File: src/rtl/loader_pkg.sv
// -----------------------------------------------------------------------------
// loader_pkg
// Shared definitions for the UART program loader:
//   SYNC_BYTE   - frame start marker
//   ld_state_t  - frame FSM states
//   rx_state_t  - byte receiver states
//   calc_div    - clock cycles per UART bit
//   word_count  - decoded/clipped word count of a frame
// -----------------------------------------------------------------------------
package loader_pkg;

  localparam logic [7:0] SYNC_BYTE = 8'hA5;

  typedef enum logic [2:0] {
    ST_IDLE   = 3'd0,
    ST_COUNT  = 3'd1,
    ST_DATA   = 3'd2,
    ST_CHECK  = 3'd3,
    ST_FINISH = 3'd4,
    ST_ABORT  = 3'd5
  } ld_state_t;

  typedef enum logic [1:0] {
    RX_IDLE  = 2'd0,
    RX_START = 2'd1,
    RX_DATA  = 2'd2,
    RX_STOP  = 2'd3
  } rx_state_t;

  // Clock cycles per bit on the line.
  function automatic int calc_div(input int clk_hz, input int baud);
    return clk_hz / baud;
  endfunction

  // Count byte 0 means 256 words; never more words than the memory holds.
  function automatic logic [8:0] word_count(input logic [7:0] n, input int addr_w);
    logic [8:0] full;
    logic [8:0] lim;
    full = (n == 8'd0) ? 9'd256 : {1'b0, n};
    if (addr_w < 8) begin
      lim = 9'd1 << addr_w;
      if (full > lim) begin
        full = lim;
      end else begin
        full = full;
      end
    end else begin
      lim = 9'd256;
    end
    return full;
  endfunction

endpackage

File: src/rtl/uart_rx_byte.sv
// -----------------------------------------------------------------------------
// uart_rx_byte
// 8N1 byte receiver with a 2-flop input synchroniser.
//   clk, rst_n  : system clock, async active-low reset
//   rx          : serial line, idle high, asynchronous
//   byte_valid  : one-cycle pulse, byte_data valid
//   byte_data   : received byte
//   ferr        : one-cycle pulse when the stop bit was sampled low
// -----------------------------------------------------------------------------
module uart_rx_byte
  import loader_pkg::*;
#(
  parameter int DIV = 10
) (
  input  logic       clk,
  input  logic       rst_n,
  input  logic       rx,
  output logic       byte_valid,
  output logic [7:0] byte_data,
  output logic       ferr
);

  localparam int CW = $clog2(DIV) + 1;
  localparam logic [CW-1:0] HALF_M1 = CW'(DIV / 2 - 1);
  localparam logic [CW-1:0] FULL_M1 = CW'(DIV - 1);

  logic            r_sync1;
  logic            r_sync2;
  logic            r_prev;
  rx_state_t       r_state;
  rx_state_t       w_state_nxt;
  logic [CW-1:0]   r_cnt;
  logic [CW-1:0]   w_cnt_nxt;
  logic [2:0]      r_bit;
  logic [2:0]      w_bit_nxt;
  logic [7:0]      r_shift;
  logic [7:0]      w_shift_nxt;
  logic            r_valid;
  logic            w_valid_nxt;
  logic            r_ferr;
  logic            w_ferr_nxt;
  logic [7:0]      r_data;
  logic [7:0]      w_data_nxt;

  // Synchroniser plus one delayed copy for falling-edge detection.
  always_ff @(posedge clk or negedge rst_n) begin
    if (!rst_n) begin
      r_sync1 <= 1'b1;
      r_sync2 <= 1'b1;
      r_prev  <= 1'b1;
    end else begin
      r_sync1 <= rx;
      r_sync2 <= r_sync1;
      r_prev  <= r_sync2;
    end
  end

  // Receiver state, baud counter, shift register and registered outputs.
  always_ff @(posedge clk or negedge rst_n) begin
    if (!rst_n) begin
      r_state <= RX_IDLE;
      r_cnt   <= '0;
      r_bit   <= 3'd0;
      r_shift <= 8'd0;
      r_valid <= 1'b0;
      r_ferr  <= 1'b0;
      r_data  <= 8'd0;
    end else begin
      r_state <= w_state_nxt;
      r_cnt   <= w_cnt_nxt;
      r_bit   <= w_bit_nxt;
      r_shift <= w_shift_nxt;
      r_valid <= w_valid_nxt;
      r_ferr  <= w_ferr_nxt;
      r_data  <= w_data_nxt;
    end
  end

  // Next-state logic: mid-bit sampling relative to the detected start edge.
  always_comb begin
    w_state_nxt = r_state;
    w_cnt_nxt   = r_cnt + CW'(1);
    w_bit_nxt   = r_bit;
    w_shift_nxt = r_shift;
    w_valid_nxt = 1'b0;
    w_ferr_nxt  = 1'b0;
    w_data_nxt  = r_data;
    case (r_state)
      RX_IDLE: begin
        w_cnt_nxt = '0;
        if (r_prev && !r_sync2) begin
          w_state_nxt = RX_START;
        end else begin
          w_state_nxt = RX_IDLE;
        end
      end
      RX_START: begin
        if (r_cnt == HALF_M1) begin
          w_cnt_nxt = '0;
          w_bit_nxt = 3'd0;
          // A start bit that is gone by mid-bit was a glitch.
          if (!r_sync2) begin
            w_state_nxt = RX_DATA;
          end else begin
            w_state_nxt = RX_IDLE;
          end
        end else begin
          w_state_nxt = RX_START;
        end
      end
      RX_DATA: begin
        if (r_cnt == FULL_M1) begin
          w_cnt_nxt   = '0;
          w_shift_nxt = {r_sync2, r_shift[7:1]};
          if (r_bit == 3'd7) begin
            w_state_nxt = RX_STOP;
          end else begin
            w_bit_nxt = r_bit + 3'd1;
          end
        end else begin
          w_state_nxt = RX_DATA;
        end
      end
      RX_STOP: begin
        if (r_cnt == FULL_M1) begin
          // Return to idle at mid-stop so a back-to-back start edge is caught.
          w_state_nxt = RX_IDLE;
          w_cnt_nxt   = '0;
          if (r_sync2) begin
            w_valid_nxt = 1'b1;
            w_data_nxt  = r_shift;
          end else begin
            w_ferr_nxt = 1'b1;
          end
        end else begin
          w_state_nxt = RX_STOP;
        end
      end
      default: begin
        w_state_nxt = RX_IDLE;
        w_cnt_nxt   = '0;
      end
    endcase
  end

  assign byte_valid = r_valid;
  assign byte_data  = r_data;
  assign ferr       = r_ferr;

endmodule

File: src/rtl/uart_prog_loader.sv
// -----------------------------------------------------------------------------
// uart_prog_loader
// Receives A5 | N | N*4 data bytes (MSB first) | XOR checksum over UART and
// writes the assembled 32-bit words to consecutive memory word addresses.
//   clk, rst_n   : system clock, async active-low reset
//   rx           : UART line, idle high
//   mem_we       : one-cycle write strobe
//   mem_addr     : word address, held until the next write
//   mem_wdata    : word data, held until the next write
//   load_active  : frame in progress (holds the CPU in reset)
//   done         : sticky, last frame completed with good checksum
//   err          : sticky, last frame aborted
// -----------------------------------------------------------------------------
module uart_prog_loader
  import loader_pkg::*;
#(
  parameter int CLK_HZ = 100_000_000,
  parameter int BAUD   = 115200,
  parameter int ADDR_W = 8
) (
  input  logic              clk,
  input  logic              rst_n,
  input  logic              rx,
  output logic              mem_we,
  output logic [ADDR_W-1:0] mem_addr,
  output logic [31:0]       mem_wdata,
  output logic              load_active,
  output logic              done,
  output logic              err
);

  localparam int DIV = calc_div(CLK_HZ, BAUD);

  logic              w_byte_valid;
  logic [7:0]        w_byte_data;
  logic              w_ferr;

  ld_state_t         r_state;
  ld_state_t         w_state_nxt;
  logic [8:0]        r_count;
  logic [8:0]        w_count_nxt;
  logic [8:0]        r_words;
  logic [8:0]        w_words_nxt;
  logic [1:0]        r_idx;
  logic [1:0]        w_idx_nxt;
  logic [31:0]       r_word;
  logic [31:0]       w_word_nxt;
  logic [7:0]        r_csum;
  logic [7:0]        w_csum_nxt;
  logic [ADDR_W-1:0] r_addr;
  logic [ADDR_W-1:0] w_addr_nxt;
  logic              r_we;
  logic              w_we_nxt;
  logic [ADDR_W-1:0] r_maddr;
  logic [ADDR_W-1:0] w_maddr_nxt;
  logic [31:0]       r_wdata;
  logic [31:0]       w_wdata_nxt;
  logic              r_load;
  logic              w_load_nxt;
  logic              r_done;
  logic              w_done_nxt;
  logic              r_err;
  logic              w_err_nxt;

  uart_rx_byte #(
    .DIV (DIV)
  ) u_rx (
    .clk        (clk),
    .rst_n      (rst_n),
    .rx         (rx),
    .byte_valid (w_byte_valid),
    .byte_data  (w_byte_data),
    .ferr       (w_ferr)
  );

  // Frame FSM state, word assembly and registered memory/status outputs.
  always_ff @(posedge clk or negedge rst_n) begin
    if (!rst_n) begin
      r_state <= ST_IDLE;
      r_count <= 9'd0;
      r_words <= 9'd0;
      r_idx   <= 2'd0;
      r_word  <= 32'd0;
      r_csum  <= 8'd0;
      r_addr  <= '0;
      r_we    <= 1'b0;
      r_maddr <= '0;
      r_wdata <= 32'd0;
      r_load  <= 1'b0;
      r_done  <= 1'b0;
      r_err   <= 1'b0;
    end else begin
      r_state <= w_state_nxt;
      r_count <= w_count_nxt;
      r_words <= w_words_nxt;
      r_idx   <= w_idx_nxt;
      r_word  <= w_word_nxt;
      r_csum  <= w_csum_nxt;
      r_addr  <= w_addr_nxt;
      r_we    <= w_we_nxt;
      r_maddr <= w_maddr_nxt;
      r_wdata <= w_wdata_nxt;
      r_load  <= w_load_nxt;
      r_done  <= w_done_nxt;
      r_err   <= w_err_nxt;
    end
  end

  // Frame FSM next-state and datapath updates.
  always_comb begin
    w_state_nxt = r_state;
    w_count_nxt = r_count;
    w_words_nxt = r_words;
    w_idx_nxt   = r_idx;
    w_word_nxt  = r_word;
    w_csum_nxt  = r_csum;
    w_addr_nxt  = r_addr;
    w_we_nxt    = 1'b0;
    w_maddr_nxt = r_maddr;
    w_wdata_nxt = r_wdata;
    w_load_nxt  = r_load;
    w_done_nxt  = r_done;
    w_err_nxt   = r_err;
    case (r_state)
      ST_IDLE: begin
        // Framing errors and non-sync bytes are ignored here.
        if (w_byte_valid && (w_byte_data == SYNC_BYTE)) begin
          w_state_nxt = ST_COUNT;
          w_load_nxt  = 1'b1;
          w_done_nxt  = 1'b0;
          w_err_nxt   = 1'b0;
          w_addr_nxt  = '0;
          w_csum_nxt  = 8'd0;
          w_words_nxt = 9'd0;
          w_idx_nxt   = 2'd0;
        end else begin
          w_state_nxt = ST_IDLE;
        end
      end
      ST_COUNT: begin
        if (w_ferr) begin
          w_state_nxt = ST_ABORT;
        end else if (w_byte_valid) begin
          w_count_nxt = word_count(w_byte_data, ADDR_W);
          w_state_nxt = ST_DATA;
        end else begin
          w_state_nxt = ST_COUNT;
        end
      end
      ST_DATA: begin
        if (w_ferr) begin
          w_state_nxt = ST_ABORT;
        end else if (w_byte_valid) begin
          w_word_nxt = {r_word[23:0], w_byte_data};
          w_csum_nxt = r_csum ^ w_byte_data;
          w_idx_nxt  = r_idx + 2'd1;
          if (r_idx == 2'd3) begin
            w_we_nxt    = 1'b1;
            w_maddr_nxt = r_addr;
            w_wdata_nxt = {r_word[23:0], w_byte_data};
            w_addr_nxt  = r_addr + ADDR_W'(1);
            w_words_nxt = r_words + 9'd1;
            if ((r_words + 9'd1) == r_count) begin
              w_state_nxt = ST_CHECK;
            end else begin
              w_state_nxt = ST_DATA;
            end
          end else begin
            w_state_nxt = ST_DATA;
          end
        end else begin
          w_state_nxt = ST_DATA;
        end
      end
      ST_CHECK: begin
        if (w_ferr) begin
          w_state_nxt = ST_ABORT;
        end else if (w_byte_valid) begin
          if (w_byte_data == r_csum) begin
            w_state_nxt = ST_FINISH;
          end else begin
            w_state_nxt = ST_ABORT;
          end
        end else begin
          w_state_nxt = ST_CHECK;
        end
      end
      ST_FINISH: begin
        // load_active falls in the same cycle the status flag rises.
        w_done_nxt  = 1'b1;
        w_load_nxt  = 1'b0;
        w_state_nxt = ST_IDLE;
      end
      ST_ABORT: begin
        w_err_nxt   = 1'b1;
        w_load_nxt  = 1'b0;
        w_state_nxt = ST_IDLE;
      end
      default: begin
        w_state_nxt = ST_IDLE;
        w_load_nxt  = 1'b0;
      end
    endcase
  end

  assign mem_we      = r_we;
  assign mem_addr    = r_maddr;
  assign mem_wdata   = r_wdata;
  assign load_active = r_load;
  assign done        = r_done;
  assign err         = r_err;

endmodule

File: config.mk
export PLATFORM = sky130hd
export DESIGN_NAME = uart_prog_loader
export DESIGN_NICKNAME = d
export VERILOG_FILES = /design/src/rtl/loader_pkg.sv /design/src/rtl/uart_rx_byte.sv /design/src/rtl/uart_prog_loader.sv
export SDC_FILE = /design/constraint.sdc
export NUM_CORES = 1
export LEC_CHECK = 0
export CORE_AREA = 2 2 112 114
export DETAILED_ROUTE_END_ITERATION = 10
export DIE_AREA = 0 0 114 116
export PLACE_DENSITY_LB_ADDON = 0.25
export SETUP_SLACK_MARGIN = 0.5
export SYNTH_ARGS = -nofsm -noshare
export SYNTH_HDL_FRONTEND = slang
export SYNTH_SLANG_ARGS = --single-unit
File: constraint.sdc
create_clock -name clk -period 2.1 [get_ports clk]
set_input_delay 0.525 -clock clk [delete_from_list [all_inputs] [get_ports clk]]
set_output_delay 0.525 -clock clk [all_outputs]
set_load 0.005 [all_outputs]
# Word-level counts from Yosys, hierarchy flattened
# Index checks and enable logic that the tools add are counted.
[totals] input_bits=3 out_inout_bits=44 regBits=144
[classes] n_eq_ne=23 n_addsub=5 n_reduce_logical=23 bitwise_logic=3 n_mux=58
[op_table] cell="$mux W8" count=6
[op_table] cell="$mux W9" count=5
[op_table] cell="$pmux W11 S3" count=1
[op_table] cell="$pmux W8 S2" count=2
[op_table] cell="$mux W3" count=9
[op_table] cell="$mux W11" count=2
[op_table] cell="$mux W2" count=9
[op_table] cell="$pmux W9 S2" count=1
[op_table] cell="$mux W1" count=16
[op_table] cell="$pmux W3 S4" count=1
[op_table] cell="$reduce_and A4 Y1" count=3
[op_table] cell="$add A11 B1 Y11 const B" count=1
[op_table] cell="$eq A11 B10 Y1 const B" count=1
[op_table] cell="$eq A11 B9 Y1 const B" count=1
[op_table] cell="$add A9 B1 Y9 const B" count=1
[op_table] cell="$eq A3 B3 Y1 const B" count=3
[op_table] cell="$eq A9 B9 Y1" count=1
[op_table] cell="$reduce_and A3 Y1" count=3
[op_table] cell="$add A8 B1 Y8 const B" count=1
[op_table] cell="$eq A8 B8 Y1" count=1
[op_table] cell="$eq A8 B8 Y1 const B" count=1
[op_table] cell="$logic_not A8 Y1" count=1
[op_table] cell="$ne A2 B2 Y1 const B" count=4
[op_table] cell="$pmux W2 S4" count=1
[op_table] cell="other kinds (22)" count=37

# Depth between registers and ports, before layout
[depth] ltp_word=7 ltp_mapped=9

# Hierarchy
# A second synthesis with hierarchy kept.
[hier_totals] cells_unflattened=621 area_unflattened_um2=6234.7
[by_module_without_submodules] mod="uart_prog_loader" n_inst=1 seq_area_each_um2=2677.6 area_each_um2=4615.7 cells_per_inst=495
[by_module_without_submodules] mod="uart_rx_byte" n_inst=1 seq_area_each_um2=929.6 area_each_um2=1619.1 cells_per_inst=126

# Worst setup path before layout
# Ideal clock, no wire load.
[synth_timing] path_type="reg2reg" from="reg u_rx.r_cnt[3]" to="reg u_rx.r_data[0] (netlist: u_rx.byte_data[0])" path_buffers=1 t_arrival_ps=1978 stages_incl_launch_ff=7 period_less_slack_ps=2102 slack_ps=-2 cell_sequence="dfrtp_1 > or4b_1 > buf_2 > nor4b_4 > nand2_4 > nor2_8 > mux2_2"
[synth_between] elab_chain_cells=2
[synth_lines] item="start, declared" line_no="uart_rx_byte.sv:32" source="logic [CW-1:0] r_cnt;"
[synth_lines] item="start signal, assigned" line_no="uart_rx_byte.sv:70" source="r_cnt <= w_cnt_nxt;"
[synth_lines] item="$eq A11 B10 Y1" line_no="uart_rx_byte.sv:125" source="if (r_cnt == FULL_M1) begin"
[synth_lines] item="$reduce_and A3 Y1 (no line)"
[synth_lines] item="end signal, assigned" line_no="uart_rx_byte.sv:75" source="r_data <= w_data_nxt;"
[synth_lines] item="end, declared" line_no="uart_rx_byte.sv:42" source="logic [7:0] r_data;"
# Every way passes these cells.
# A chain may end at the register's enable or synchronous reset.

# Worst setup path after layout
[layout_timing] from="reg u_rx.r_cnt[3]" to="reg u_rx.r_data[2] (netlist: u_rx.byte_data[2])"
# The elaborated chain is that of the path after synthesis.

==> results.md <==
* Slew Limit Fails at 0
* Post-DP HPWL at 8800 µm
* Normalized max-slew margin at 66.5%
* Setup TNS at 0 ns
* Routed length per instance at 19.6 µm
* Nets at 788
* Root Buffer: clkbuf_16
* Die width at 114 µm
* Distinct cells, synth at 46
* Residual DRC at 0
* First-pass GRT wire length at 26200 µm
* Diodes inserted at 0
* Sequential area share after synthesis at 57.6%
* EDFF count, synth at 0
* Grt ovf at 0
* Kind of cell adding the most delay to the critical path: simple AND/OR/NAND/NOR gates
* Min-delay worst type: primary input to async pin
* Initial antenna violation count at 0
* Worst path slowest cell: or4b_4
* Worst-Skew Late Latency at 0.43 ns
* Area growth from synthesis to layout at 46.3%
* Die height at 116 µm
* Post-Synth Adder-Cell Area at 1.40%
* Startpoint class of the critical path: register
* Syn. warnings at 0
* Largest net degree at the start of global routing at 52
* Mux contribution to synthesized area at 4.32%
* Num Clock Sinks at 144
* Clock-pin transition on the worst setup and hold timing paths at 0.06 ns
* Vias in the first global route at 5153
* Max Buffers Root-to-Sink at 2
* Flop and latch count out of synthesis at 144
* Leakage at 4.72 nW
* Worst slew pin tran at 0.502 ns
* Pwr/cell area at 682 nW/µm²
* CORE AREA at 11900 µm²
* Sequential Area at 3610 µm²
* Synthesized Nets at 655
* WP data required at 2.41 ns
* Syn Inst Count at 645
* Peak supply drop at 0.493 mV
* First-pass iteration count of the detailed router at 5
* Num ports at 47
* Post-Syn Area at 6260 µm²
* Finish-stage setup viols at 0
* CP bufs+invs at 0
* Initial Utilization at 52.5%
* Final Hold Fails at 0
* Post-synthesis compound-gate area fraction at 5.84%
* Fin Clk Skew at 0.00972 ns
* Crit Path Max Fanout at 8
* Primary FF master, synth: dfrtp_1
* Pre-CTS setup slack at 0.0749 ns
* Ranking of synthesized cells by area: dfrtp_1 (56%), nand2_1 (14%), mux2_2 (3.8%), xor2_1 (2.7%), o21ai_0 (2.4%)
* Total power at 6.24 mW
* Status: finished clean
* Vias per std cell at 5.83
* Post-route antenna net violation count at 0
* FILL cells at 685
* Tmin final at 2.02 ns
* CTS tree: yes
* Mean post-synth cell area at 9.70 µm²
* Area share of the largest cell type after synthesis at 56.4%
* Async SR Flop Fraction at 100%
* Critical path capture point type: register
* Crit path kind: register to register
* Worst EP arrival at 2.33 ns
* Max-cap violation count at 0
* Xor and xnor fraction of the mapped netlist area at 4.90%
* Leading area contributor after synthesis: dfrtp_1
* Multi-input gate area at 3100 µm²
* Max incr delay on CP at 0.56 ns
* Fin crit share at 96.1%
* Overall global routing resource usage at 26.0%
* RSZ-0062 raised after global routing: yes
* Port Buffers at 46
* PnR worst setup slack at 0.0811 ns
* Fmax at 495 MHz
* Hold buffer count at cts at 0
* Cell breakdown of the critical path: or4b_4, nor4b_4, nand2_4, nor2_8, mux2_2
* Final wirelength at 18400 µm
* CTS buffer count at 17
* Total number of vias at 5468
* Routability-driven placement congestion ratio at 0.851
* Largest family of logic cells by synthesized area: simple AND/OR/NAND/NOR gates
* Row count at 40
* Fraction of final layout cells with drive strength greater than 1 at 36.3%
* Finished Layout Cells at 938
* R2r setup slk at 0.08 ns
* Cell count after placement at 839
* Die ar. at 13200 µm²
* Htree depth at 4
* DRT iter0 DRCs at 479
* Simple-Gate Fraction of Synth Area at 23.2%
==> cells in the mapped netlist (2+ instances only) <==
library cell and number:
nand2_1 231, dfrtp_1 141, nor2_1 34, o21ai_0 30, clkbuf_1 21, mux2_2 21
xor2_1 19, nand3_1 16, xnor2_1 16, a21oi_1 11, inv_1 10, nand4_1 9
o21ai_1 9, ha_1 7, buf_2 6, and3_1 5, o31ai_1 5, a31oi_1 3
buf_1 3, dfstp_2 3, mux2_1 3, nor2b_1 3, nor3_1 3, or4b_1 3
a22o_1 2, and2_1 2, and4_1 2, clkbuf_2 2, nand2b_1 2, nor2_8 2
nor3b_1 2, nor4bb_1 2, o2111ai_1 2, or3_1 2, or4_1 2
==> metal layers <==
metal  wire [µm]  global-route usage (%)  vias up
met5           0                       0        -
met4         931                    14.2        0
met3        1100                    6.12       96
met2        9130                    42.3      286
met1        7270                    32.4     2677
li1            -                       -     2409
==> path summary, 6_finish.rpt <==
kind / start / endpoint / cells past startpoint
max: u_rx.r_cnt[3] / u_rx.byte_data[2] / 5
max in group asynchronous: rst_n / r_word[20] / 2
min in group clk: u_rx.r_sync1 / u_rx.r_sync2 / 0
max reg2reg: u_rx.r_cnt[3] / u_rx.byte_data[2] / 5
min: rst_n / mem_addr[1] / 1
min reg2reg: u_rx.r_sync1 / u_rx.r_sync2 / 0
==> flip-flops by register name, indices dropped and copies added, names as in the netlist, 2 cells and up <==
name	count
mem_wdata	32
r_word	24
u_rx.r_cnt	11
r_count	9
r_words	9
mem_addr	8
r_addr	8
r_csum	8
u_rx.byte_data	8
u_rx.r_shift	8
r_state	3
u_rx.r_bit	3
r_idx	2
u_rx.r_state	2
==> cells by family after synthesis <==
| family | after synthesis |
|---|---|
| simple gates | 328 |
| flops | 144 |
| compound gates | 65 |
| buf+inv | 42 |
| xor+xnor | 35 |
| mux | 24 |
| fa+ha+maj | 7 |
==> per-stage QoR <==
stage / hold slack (ns) / utilization (%) / instance area [µm²]
after floorplan: 0.229 / - / 6390
after global placement: 0.347 / 60.1 / 7150
after detailed placement: 0.353 / 60.1 / 7150
after CTS: 0.0661 / 71.0 / 8460
after global routing: 0.0784 / 76.9 / 9160
final: 0.0377 / 76.9 / 9160
==> where the power goes <==
group	switching, mW	leakage (nW)	internal, mW
combinational	0.155	2.45	0.136
clock	1.17	0.291	1.84
sequential	0.0843	1.98	2.85
==> cell type report <==
cell class                      count  area share [%]
Multi-Input combinational cell    460            33.9
Clock buffer                       23            5.22
Clock inverter                      9            1.16
Tap cell                          147            2.01
Sequential cell                   144            39.4
Inverter                           10           0.437
Timing Repair Buffer              145            17.9
==> placed cells by master (no fill, tap or decap), drive strengths merged, types with 3 or more instances in the layout <==
cell,n
nor2b,3
xnor2,16
o31ai,5
nor3,4
o21ai,39
clkinv,6
mux2,24
a31oi,3
clkdlybuf4s15,36
nand2,233
buf,97
or4b,3
and3,5
inv,11
dfstp,3
nor2,36
dfrtp,141
a21oi,11
clkbuf,28
nand4,9
dlygate4sd2,6
ha,7
nand3,16
xor2,19
==> what timing repair did <==
item	CTS	global route
resized for setup	148	129
cloned	9	3
pin swaps	49	62
buffers inserted	29	26
setup endpoints to repair	172	159
Note: power is estimated with default switching activity, not from simulation.
